==> config.mk <==
export PLATFORM = sky130hd
export DESIGN_NAME = rx_unstuff_deser
export DESIGN_NICKNAME = d
export VERILOG_FILES = /design/src/rtl/rx_pkg.sv /design/src/rtl/rx_shift_reg.sv /design/src/rtl/rx_unstuff_deser.sv
export SDC_FILE = /design/constraint.sdc
export NUM_CORES = 1
export LEC_CHECK = 0
export BUFFER_PORTS_ARGS = -buffer_cell sky130_fd_sc_hd__buf_2
export CORE_MARGIN = 2
export CORE_UTILIZATION = 53
export DETAILED_ROUTE_END_ITERATION = 12
export PLACE_DENSITY = 0.75
export SKIP_CTS_REPAIR_TIMING = 1
export SLEW_MARGIN = 20
export SYNTH_ARGS = -nofsm -noshare
export SYNTH_HDL_FRONTEND = slang
export SYNTH_SLANG_ARGS = --single-unit
==> constraint.sdc <==
create_clock -name clk -period 1.9 [get_ports clk]
set_clock_uncertainty 0.1 [all_clocks]
set_input_delay 0.19 -clock clk [delete_from_list [all_inputs] [get_ports clk]]
set_output_delay 0.19 -clock clk [all_outputs]
set_load 0.02 [all_outputs]
==> src/rtl/rx_pkg.sv <==
// Shared types and defaults for the receive unstuffer / deserializer.
package rx_pkg;

  typedef enum logic [1:0] {
    ST_IDLE  = 2'd0,
    ST_DATA  = 2'd1,
    ST_ERROR = 2'd2
  } rx_state_e;

  // Shift-register value after the last SYNC bit (0000_0001 LSB-first).
  localparam logic [7:0] SYNC_PATTERN_DEF = 8'h80;
  localparam int         STUFF_LEN_DEF    = 6;
  localparam int         CNT_W_DEF        = 7;

endpackage

==> src/rtl/rx_shift_reg.sv <==
// 8-bit right shift register: new bit enters at the MSB, so LSB-first
// serial data is byte-aligned after eight shifts.
module rx_shift_reg (
  input  logic       clk,
  input  logic       n_rst,
  input  logic       clr_i,
  input  logic       shift_en_i,
  input  logic       bit_i,
  output logic [7:0] q_o,
  output logic [7:0] next_o
);

  logic [7:0] sr_q;

  assign next_o = {bit_i, sr_q[7:1]};
  assign q_o    = sr_q;

  // Shift register with synchronous clear taking priority over shifting.
  always_ff @(posedge clk or negedge n_rst) begin
    if (!n_rst) begin
      sr_q <= 8'h00;
    end else if (clr_i) begin
      sr_q <= 8'h00;
    end else if (shift_en_i) begin
      sr_q <= next_o;
    end else begin
      sr_q <= sr_q;
    end
  end

endmodule

==> src/rtl/rx_unstuff_deser.sv <==
// SYNC hunt, bit unstuffing and LSB-first byte assembly for the receive path,
// with packet framing pulses, sticky error flag and saturating byte count.
module rx_unstuff_deser
  import rx_pkg::*;
#(
  parameter logic [7:0] SYNC_PATTERN = SYNC_PATTERN_DEF,
  parameter int         STUFF_LEN    = STUFF_LEN_DEF,
  parameter int         CNT_W        = CNT_W_DEF
) (
  input  logic             clk,
  input  logic             n_rst,
  input  logic             restart,
  input  logic             bit_valid,
  input  logic             bit_in,
  input  logic             eop_in,
  input  logic             dec_err_in,
  output logic [7:0]       rcv_byte,
  output logic             byte_ready,
  output logic             sync_found,
  output logic             eop_ok,
  output logic             rx_error,
  output logic             packet_active,
  output logic [CNT_W-1:0] byte_count
);

  localparam int              OW        = $clog2(STUFF_LEN + 1);
  localparam logic [OW-1:0]   ONES_MAX  = OW'(STUFF_LEN);
  localparam logic [OW-1:0]   ONES_ONE  = OW'(1);
  localparam logic [CNT_W-1:0] CNT_ONE  = CNT_W'(1);
  localparam logic [CNT_W-1:0] CNT_FULL = {CNT_W{1'b1}};

  rx_state_e        state_q, state_d;
  logic [2:0]       bit_cnt_q, bit_cnt_d;
  logic [OW-1:0]    ones_q, ones_d;
  logic [CNT_W-1:0] byte_count_q, byte_count_d;
  logic [7:0]       rcv_byte_q, rcv_byte_d;
  logic             byte_ready_q, byte_ready_d;
  logic             sync_found_q, sync_found_d;
  logic             eop_ok_q, eop_ok_d;
  logic             rx_error_q, rx_error_d;
  logic             active_q, active_d;
  logic             shift_en_s;
  logic [7:0]       sr_q_s, sr_next_s;

  rx_shift_reg u_shift (
    .clk        (clk),
    .n_rst      (n_rst),
    .clr_i      (restart),
    .shift_en_i (shift_en_s),
    .bit_i      (bit_in),
    .q_o        (sr_q_s),
    .next_o     (sr_next_s)
  );

  // Next-state and output decode; in DATA: decode error > EOP > bit.
  always_comb begin
    state_d      = state_q;
    bit_cnt_d    = bit_cnt_q;
    ones_d       = ones_q;
    byte_count_d = byte_count_q;
    rcv_byte_d   = rcv_byte_q;
    rx_error_d   = rx_error_q;
    byte_ready_d = 1'b0;
    sync_found_d = 1'b0;
    eop_ok_d     = 1'b0;
    shift_en_s   = 1'b0;

    case (state_q)
      ST_IDLE: begin
        if (bit_valid) begin
          shift_en_s = 1'b1;
          if (sr_next_s == SYNC_PATTERN) begin
            sync_found_d = 1'b1;
            state_d      = ST_DATA;
            bit_cnt_d    = 3'd0;
            ones_d       = ONES_ONE;
            byte_count_d = {CNT_W{1'b0}};
            rx_error_d   = 1'b0;
          end else begin
            state_d = ST_IDLE;
          end
        end else begin
          state_d = ST_IDLE;
        end
      end

      ST_DATA: begin
        if (dec_err_in) begin
          rx_error_d = 1'b1;
          state_d    = ST_ERROR;
        end else if (eop_in) begin
          state_d = ST_IDLE;
          if (bit_cnt_q == 3'd0) begin
            eop_ok_d = 1'b1;
          end else begin
            rx_error_d = 1'b1;
          end
        end else if (bit_valid) begin
          if (ones_q == ONES_MAX) begin
            // After a full run of ones the next bit must be a stuffed zero.
            if (!bit_in) begin
              ones_d = {OW{1'b0}};
            end else begin
              rx_error_d = 1'b1;
              state_d    = ST_ERROR;
            end
          end else begin
            shift_en_s = 1'b1;
            ones_d     = bit_in ? (ones_q + ONES_ONE) : {OW{1'b0}};
            if (bit_cnt_q == 3'd7) begin
              bit_cnt_d    = 3'd0;
              rcv_byte_d   = sr_next_s;
              byte_ready_d = 1'b1;
              byte_count_d = (byte_count_q == CNT_FULL) ? byte_count_q
                                                         : (byte_count_q + CNT_ONE);
            end else begin
              bit_cnt_d = bit_cnt_q + 3'd1;
            end
          end
        end else begin
          state_d = ST_DATA;
        end
      end

      ST_ERROR: begin
        if (eop_in) begin
          state_d = ST_IDLE;
        end else begin
          state_d = ST_ERROR;
        end
      end

      default: begin
        state_d = ST_IDLE;
      end
    endcase

    active_d = (state_d == ST_DATA);
  end

  // State and registered outputs; restart clears everything.
  always_ff @(posedge clk or negedge n_rst) begin
    if (!n_rst) begin
      state_q      <= ST_IDLE;
      bit_cnt_q    <= 3'd0;
      ones_q       <= {OW{1'b0}};
      byte_count_q <= {CNT_W{1'b0}};
      rcv_byte_q   <= 8'h00;
      rx_error_q   <= 1'b0;
      byte_ready_q <= 1'b0;
      sync_found_q <= 1'b0;
      eop_ok_q     <= 1'b0;
      active_q     <= 1'b0;
    end else if (restart) begin
      state_q      <= ST_IDLE;
      bit_cnt_q    <= 3'd0;
      ones_q       <= {OW{1'b0}};
      byte_count_q <= {CNT_W{1'b0}};
      rcv_byte_q   <= 8'h00;
      rx_error_q   <= 1'b0;
      byte_ready_q <= 1'b0;
      sync_found_q <= 1'b0;
      eop_ok_q     <= 1'b0;
      active_q     <= 1'b0;
    end else begin
      state_q      <= state_d;
      bit_cnt_q    <= bit_cnt_d;
      ones_q       <= ones_d;
      byte_count_q <= byte_count_d;
      rcv_byte_q   <= rcv_byte_d;
      rx_error_q   <= rx_error_d;
      byte_ready_q <= byte_ready_d;
      sync_found_q <= sync_found_d;
      eop_ok_q     <= eop_ok_d;
      active_q     <= active_d;
    end
  end

  assign rcv_byte      = rcv_byte_q;
  assign byte_ready    = byte_ready_q;
  assign sync_found    = sync_found_q;
  assign eop_ok        = eop_ok_q;
  assign rx_error      = rx_error_q;
  assign packet_active = active_q;
  assign byte_count    = byte_count_q;

endmodule

== Word-level counts from Yosys, hierarchy flattened ==
Index checks and enable logic that the tools add are counted.
Operators by class
  $add $sub $neg: 3
  eq/ne operators: 23
  mux-type cells: 81
  reduce and logical (&&, ||, !) cells: 12
Operators with widths (count)
  two-way mux 8 bit: 9
  two-way mux 7 bit: 9
  two-way mux 3 bit: 17
  two-way mux 1 bit: 32
  inequality test 3 bit (second input constant): 8
  AND reduction 7 bit: 3
  inequality test 5 bit (second input constant): 4
  two-way mux 2 bit: 8
  case mux 7 bit (2 select lines): 1
  case mux 3 bit (2 select lines): 2
  AND reduction 9 bit: 1
  equality test 8 bit (second input constant): 1
  nonzero test 2 bit: 4
  adder 7 x 1 -> 7 bit (second input constant): 1
  equality test 7 bit (second input constant): 1
  adder 3 x 1 -> 3 bit (second input constant): 2
  equality test 3 bit (second input constant): 2
  inequality test 2 bit (second input constant): 3
  case mux 2 bit (3 select lines): 1
  AND reduction 6 bit: 1
  equality test 2 x 1 -> 1 bit (second input constant): 2
  inequality test 4 bit (second input constant): 1
  case mux 1 bit (2 select lines): 2
  zero test 3 bit: 1
  3 further kinds: 3
Word-level totals
  register bits after elaboration: 36
  output and inout port bits: 20
  word-level logic and storage cells: 130

== Logic depth before layout (Yosys ltp) ==
  word-level depth: 9
  depth in mapped cells: 7
  gate-level depth less buffers: 6

== Cells and area by module ==
Synthesis repeated with hierarchy kept, for this count alone.
Second synthesis, totals
  cell total of the unflattened synthesis: 177
  area, all modules: 1890.6 sq um
Modules (own cells, without submodules)
  rx_unstuff_deser: times used 1, cells each 143, area each 1505.2 sq um, seq. area each 700.7 sq um
  rx_shift_reg: times used 1, cells each 34, area each 385.4 sq um, seq. area each 200.2 sq um

== Least setup slack after synthesis ==
OpenSTA, ideal clock, no wires.
  kind: register to register
  from: register ones_q[0]
  to: register u_shift.sr_q[4], in the netlist u_shift.q_o[4]
  library setup time: 125 ps
  arrival time: 1536 ps
  setup slack: 139 ps
  stages on the path, launching flop included: 7
  buffers on the path: 0
  path through: dfrtp_1 > inv_1 > ha_1 > nand2_1 > a21o_1 > a21oi_2 > mux2_2
Between the ends
  longest elaborated chain between the ends: 7
RTL lines
  start: declaration: line rx_unstuff_deser.sv:34  | logic [OW-1:0] ones_q, ones_d;
  start signal: assignment: line rx_unstuff_deser.sv:146  | ones_q <= {OW{1'b0}};
  start signal: assignment: line rx_unstuff_deser.sv:157  | ones_q <= {OW{1'b0}};
  start signal: assignment: line rx_unstuff_deser.sv:168  | ones_q <= ones_d;
  equality test 3 bit: line rx_unstuff_deser.sv:99  | if (ones_q == ONES_MAX) begin
  two-way mux 1 bit: line rx_unstuff_deser.sv:99
  two-way mux 1 bit: line rx_unstuff_deser.sv:98  | end else if (bit_valid) begin
  two-way mux 1 bit: line rx_unstuff_deser.sv:91  | end else if (eop_in) begin
  two-way mux 1 bit: line rx_unstuff_deser.sv:88  | if (dec_err_in) begin
  case mux 1 bit (2 select lines): line rx_unstuff_deser.sv:68  | case (state_q)
  nonzero test 2 bit (no source line)
  end signal: assignment: line rx_shift_reg.sv:25  | sr_q <= next_o;
  end signal: assignment: line rx_shift_reg.sv:27  | sr_q <= sr_q;
  end: declaration: line rx_shift_reg.sv:13  | logic [7:0] sr_q;
Every way passes these cells.
A chain may end at the register's enable or synchronous reset.

== Final worst setup path ==
  from: register ones_q[0]
  to: register u_shift.sr_q[7], in the netlist u_shift.q_o[7]
Same word-level chain as after synthesis.

==> qor.yml <==
power_and_ir_drop:
  power_density_nw_per_um2: 700.5
  ir_drop_mv: 0.4478
  power.leakage_nw: 1.074
sta:
  worst_max_slew_margin_expressed_relative_to_the_limit_pct: 49.28
  fmax_mhz: 542.7
  setup-tns-final_ps: 0
  setup_violations: 0
  layout_setup_ws_ps: 57.36
  fin_crit_ps: 1843
  worst_pin_slew_ps: 760.7
  finalHoldViolCount: 0
  timing_max_transition_violations_final: 0
  final_min_period_over_clock_period_pct: 96.98
  grt_setup_unrepaired: "true"
worst_setup_path:
  worst_path_max_fanout: 7
  criticalPathCategory: "register to register"
  crit_path_start_kind: "register"
  cp_data_arrival_time_ps: 1980
  reg2reg_depth: 7
  reg2reg_setup_slack_ps: 60
  cp_capture_type: "register"
  worstPathRequired_ps: 2040
global_route:
  number_of_antenna_violations_at_the_first_check_in_global_routing: 0
  grt_max_degree: 36
  first_pass_grt_wire_length_mm: 7.169
  first_global_vias: 1498
  grt_remaining_overflow: 0
  grtUsageTotal_pct: 23.08
cts:
  tritoncts.num_buffers: 5
  clock_tree_from_tritoncts: "yes"
  clock_insertion_delay_worst_skew_ps: 350
  cts_max_level: 2
  cts.root.buffer_cell: "sky130_fd_sc_hd__clkbuf_4"
  cts.sink_count: 35
  clock_path_buffers: 2
  clk_transition_reported_paths_ps: 110
worst_hold_path:
  hp-class: "input pin to register"
  worstHoldPathCells: 3
die:
  initial_utilization_pct: 55.61
  design.die.area_um2: 3990
  io_pins: 27
  core_area_um2: 3337
  row_count: 21
  die-height_um: 63.17
  die_width_um: 63.17
synthesis:
  ys.warnings.count: 0
  synth_ff_type: "sky130_fd_sc_hd__dfrtp_1"
  synthesis.area_um2: 1856
  gate_count_of_the_mapped_netlist: 172
  yosys.cell_types.count: 45
  post_synth.cell_area_avg_um2: 10.79
  synth_fp_nets: 185
  async_flop_share_pct: 100.0
  synth_sequential_area_ratio_pct: 47.20
  synth.ff_latch_count: 35
  synth_edf_count: 0
routing:
  postRouteWirelength_mm: 4.321
  detail_route.vias_per_cell: 6.085
  met3WireLength_um: 239
  met2_wirelength_from_detailed_routing_mm: 2.040
  remaining_drc_errors: 0
  dr.first_iter.drc_count: 125
  antenna_violating_nets_post_route: 0
  post_drt_wl_per_cell_um: 16.75
  dr.pass1.iters: 4
  wl_met1_mm: 1.941
  detailroute.via_count: 1570
  dr.max_layer_used: "met4"
final_layout:
  final_layout_size_suffix_gt1_share_pct: 32.08
  ff_latch_area_um2: 883.3
  area_taken_by_multi_input_logic_gates_um2: 945.9
  area_growth_syn_to_layout_pct: 20.30
  number_of_inserted_filler_cells_in_the_final_layout: 248
  nNetsFinal: 224
  diodes: 0
run:
  max_cap_viol_count: 0
place:
  place.port_buffers: 26
  place.gp.congestion: 0.8568
  place_hpwl_mm: 3.018
  dp_worst_setup_slack_ps: -8.663
status:
  outcome: "completed"
critical path, cell delays in order (launching register included):
cell	delay, ps
sky130_fd_sc_hd__dfrtp_1	430
sky130_fd_sc_hd__inv_2	100
sky130_fd_sc_hd__ha_4	170
sky130_fd_sc_hd__nand2_1	100
sky130_fd_sc_hd__a21o_1	200
sky130_fd_sc_hd__a21oi_2	140
sky130_fd_sc_hd__buf_4	180
sky130_fd_sc_hd__mux2_1	340
where the power goes:
part | switching (mW) | internal (mW)
logic | 0.128 | 0.0962
clock network | 0.267 | 0.277
registers | 0.0278 | 0.767
total | 0.423 | 1.14
final cells by class:
class                           instances  area share [%]
Clock buffer                            5           1.682
Multi-Input combinational cell        122           42.38
Tap cell                               46           2.578
Inverter                                7           1.177
Timing Repair Buffer                   40           10.65
Sequential cell                        35           39.57
Clock inverter                          3           1.962
layer usage:
layer	GRT usage (%)	vias to the layer above
met5	0	-
met2	35.64	65
met3	4.643	9
met1	31.07	770
met4	11.41	0
li1	-	726
through the flow:
| stage | instance area (um2) | hold slack, ps | power, mW | std cells | util (%) |
|---|---|---|---|---|---|
| 2_1_floorplan | 1856 | -205.6 | 0.9317 | 172 | - |
| 3_3_place_gp | 2085 | 189.1 | 1.002 | 246 | 62.47 |
| 3_5_place_dp | 2085 | 207.5 | 1.008 | 246 | 62.47 |
| 4_1_cts | 2166 | -176.6 | 1.545 | 254 | 64.90 |
| 5_1_grt | 2232 | 35.48 | 1.635 | 258 | 66.89 |
| 6_report | 2232 | 39.04 | 1.564 | 258 | 66.89 |
registers in the layout, summed over array words and instances (netlist names):
register and flops:
bit_cnt_q 3, byte_count 7, byte_ready 1, eop_ok 1, ones_q 3, packet_active 1
rcv_byte 8, rx_error 1, state_q 2, sync_found 1, u_shift.q_o 7
synthesized netlist by cell type, types with 3 or more instances:
master / number / area [um2]
sky130_fd_sc_hd__and2_1: 3 / 18.77
sky130_fd_sc_hd__a22o_1: 9 / 78.83
sky130_fd_sc_hd__inv_1: 6 / 22.52
sky130_fd_sc_hd__buf_2: 3 / 15.01
sky130_fd_sc_hd__nand4_1: 4 / 25.02
sky130_fd_sc_hd__o21a_1: 3 / 22.52
sky130_fd_sc_hd__clkbuf_1: 4 / 15.01
sky130_fd_sc_hd__mux2_2: 3 / 33.78
sky130_fd_sc_hd__mux2_1: 5 / 56.30
sky130_fd_sc_hd__dfrtp_1: 35 / 875.8
sky130_fd_sc_hd__a31oi_1: 6 / 37.54
sky130_fd_sc_hd__ha_1: 6 / 75.07
sky130_fd_sc_hd__o21ai_0: 7 / 35.03
sky130_fd_sc_hd__nor2_1: 7 / 26.28
sky130_fd_sc_hd__a41oi_1: 3 / 26.28
sky130_fd_sc_hd__nor2b_1: 8 / 50.05
sky130_fd_sc_hd__nand3_1: 11 / 55.05
sky130_fd_sc_hd__a21oi_1: 3 / 15.01
sky130_fd_sc_hd__nand2_1: 12 / 45.04
placed cells by master (no fill, tap or decap), types with 3 or more instances in the layout:
| cell | Yosys | final |
|---|---|---|
| sky130_fd_sc_hd__nand3_1 | 11 | 11 |
| sky130_fd_sc_hd__nand4_1 | 4 | 4 |
| sky130_fd_sc_hd__o21a_1 | 3 | 3 |
| sky130_fd_sc_hd__a41oi_1 | 3 | 3 |
| sky130_fd_sc_hd__clkbuf_4 | 0 | 5 |
| sky130_fd_sc_hd__a21oi_1 | 3 | 3 |
| sky130_fd_sc_hd__o21ai_0 | 7 | 7 |
| sky130_fd_sc_hd__buf_4 | 0 | 13 |
| sky130_fd_sc_hd__dfrtp_1 | 35 | 29 |
| sky130_fd_sc_hd__mux2_1 | 5 | 5 |
| sky130_fd_sc_hd__buf_2 | 3 | 26 |
| sky130_fd_sc_hd__nand2_1 | 12 | 12 |
| sky130_fd_sc_hd__and2_1 | 3 | 3 |
| sky130_fd_sc_hd__nor2_1 | 7 | 6 |
| sky130_fd_sc_hd__a31oi_1 | 6 | 6 |
| sky130_fd_sc_hd__a22o_1 | 9 | 9 |
| sky130_fd_sc_hd__mux2_2 | 3 | 3 |
| sky130_fd_sc_hd__inv_1 | 6 | 5 |
| sky130_fd_sc_hd__nor2b_1 | 8 | 8 |
| sky130_fd_sc_hd__dfrtp_2 | 0 | 6 |
| sky130_fd_sc_hd__ha_1 | 6 | 5 |
cell families after synthesis:
| family | count (synthesis) | share of synthesized area, % |
|---|---|---|
| compound gates | 50 | 22.12 |
| fa+ha+maj | 6 | 4.046 |
| buf+inv | 15 | 3.236 |
| flops | 35 | 47.20 |
| mux | 8 | 4.855 |
| simple gates | 58 | 18.54 |
final timing paths:
check                      startpoint        endpoint
min in group asynchronous       n_rst   byte_count[0]
setup reg to reg            ones_q[0]  u_shift.q_o[7]
setup / recovery            ones_q[0]  u_shift.q_o[7]
hold / removal              bit_valid      sync_found
max in group asynchronous       n_rst  u_shift.q_o[7]
hold reg to reg              rx_error        rx_error
No activity file was read; power rests on OpenSTA's default activity.
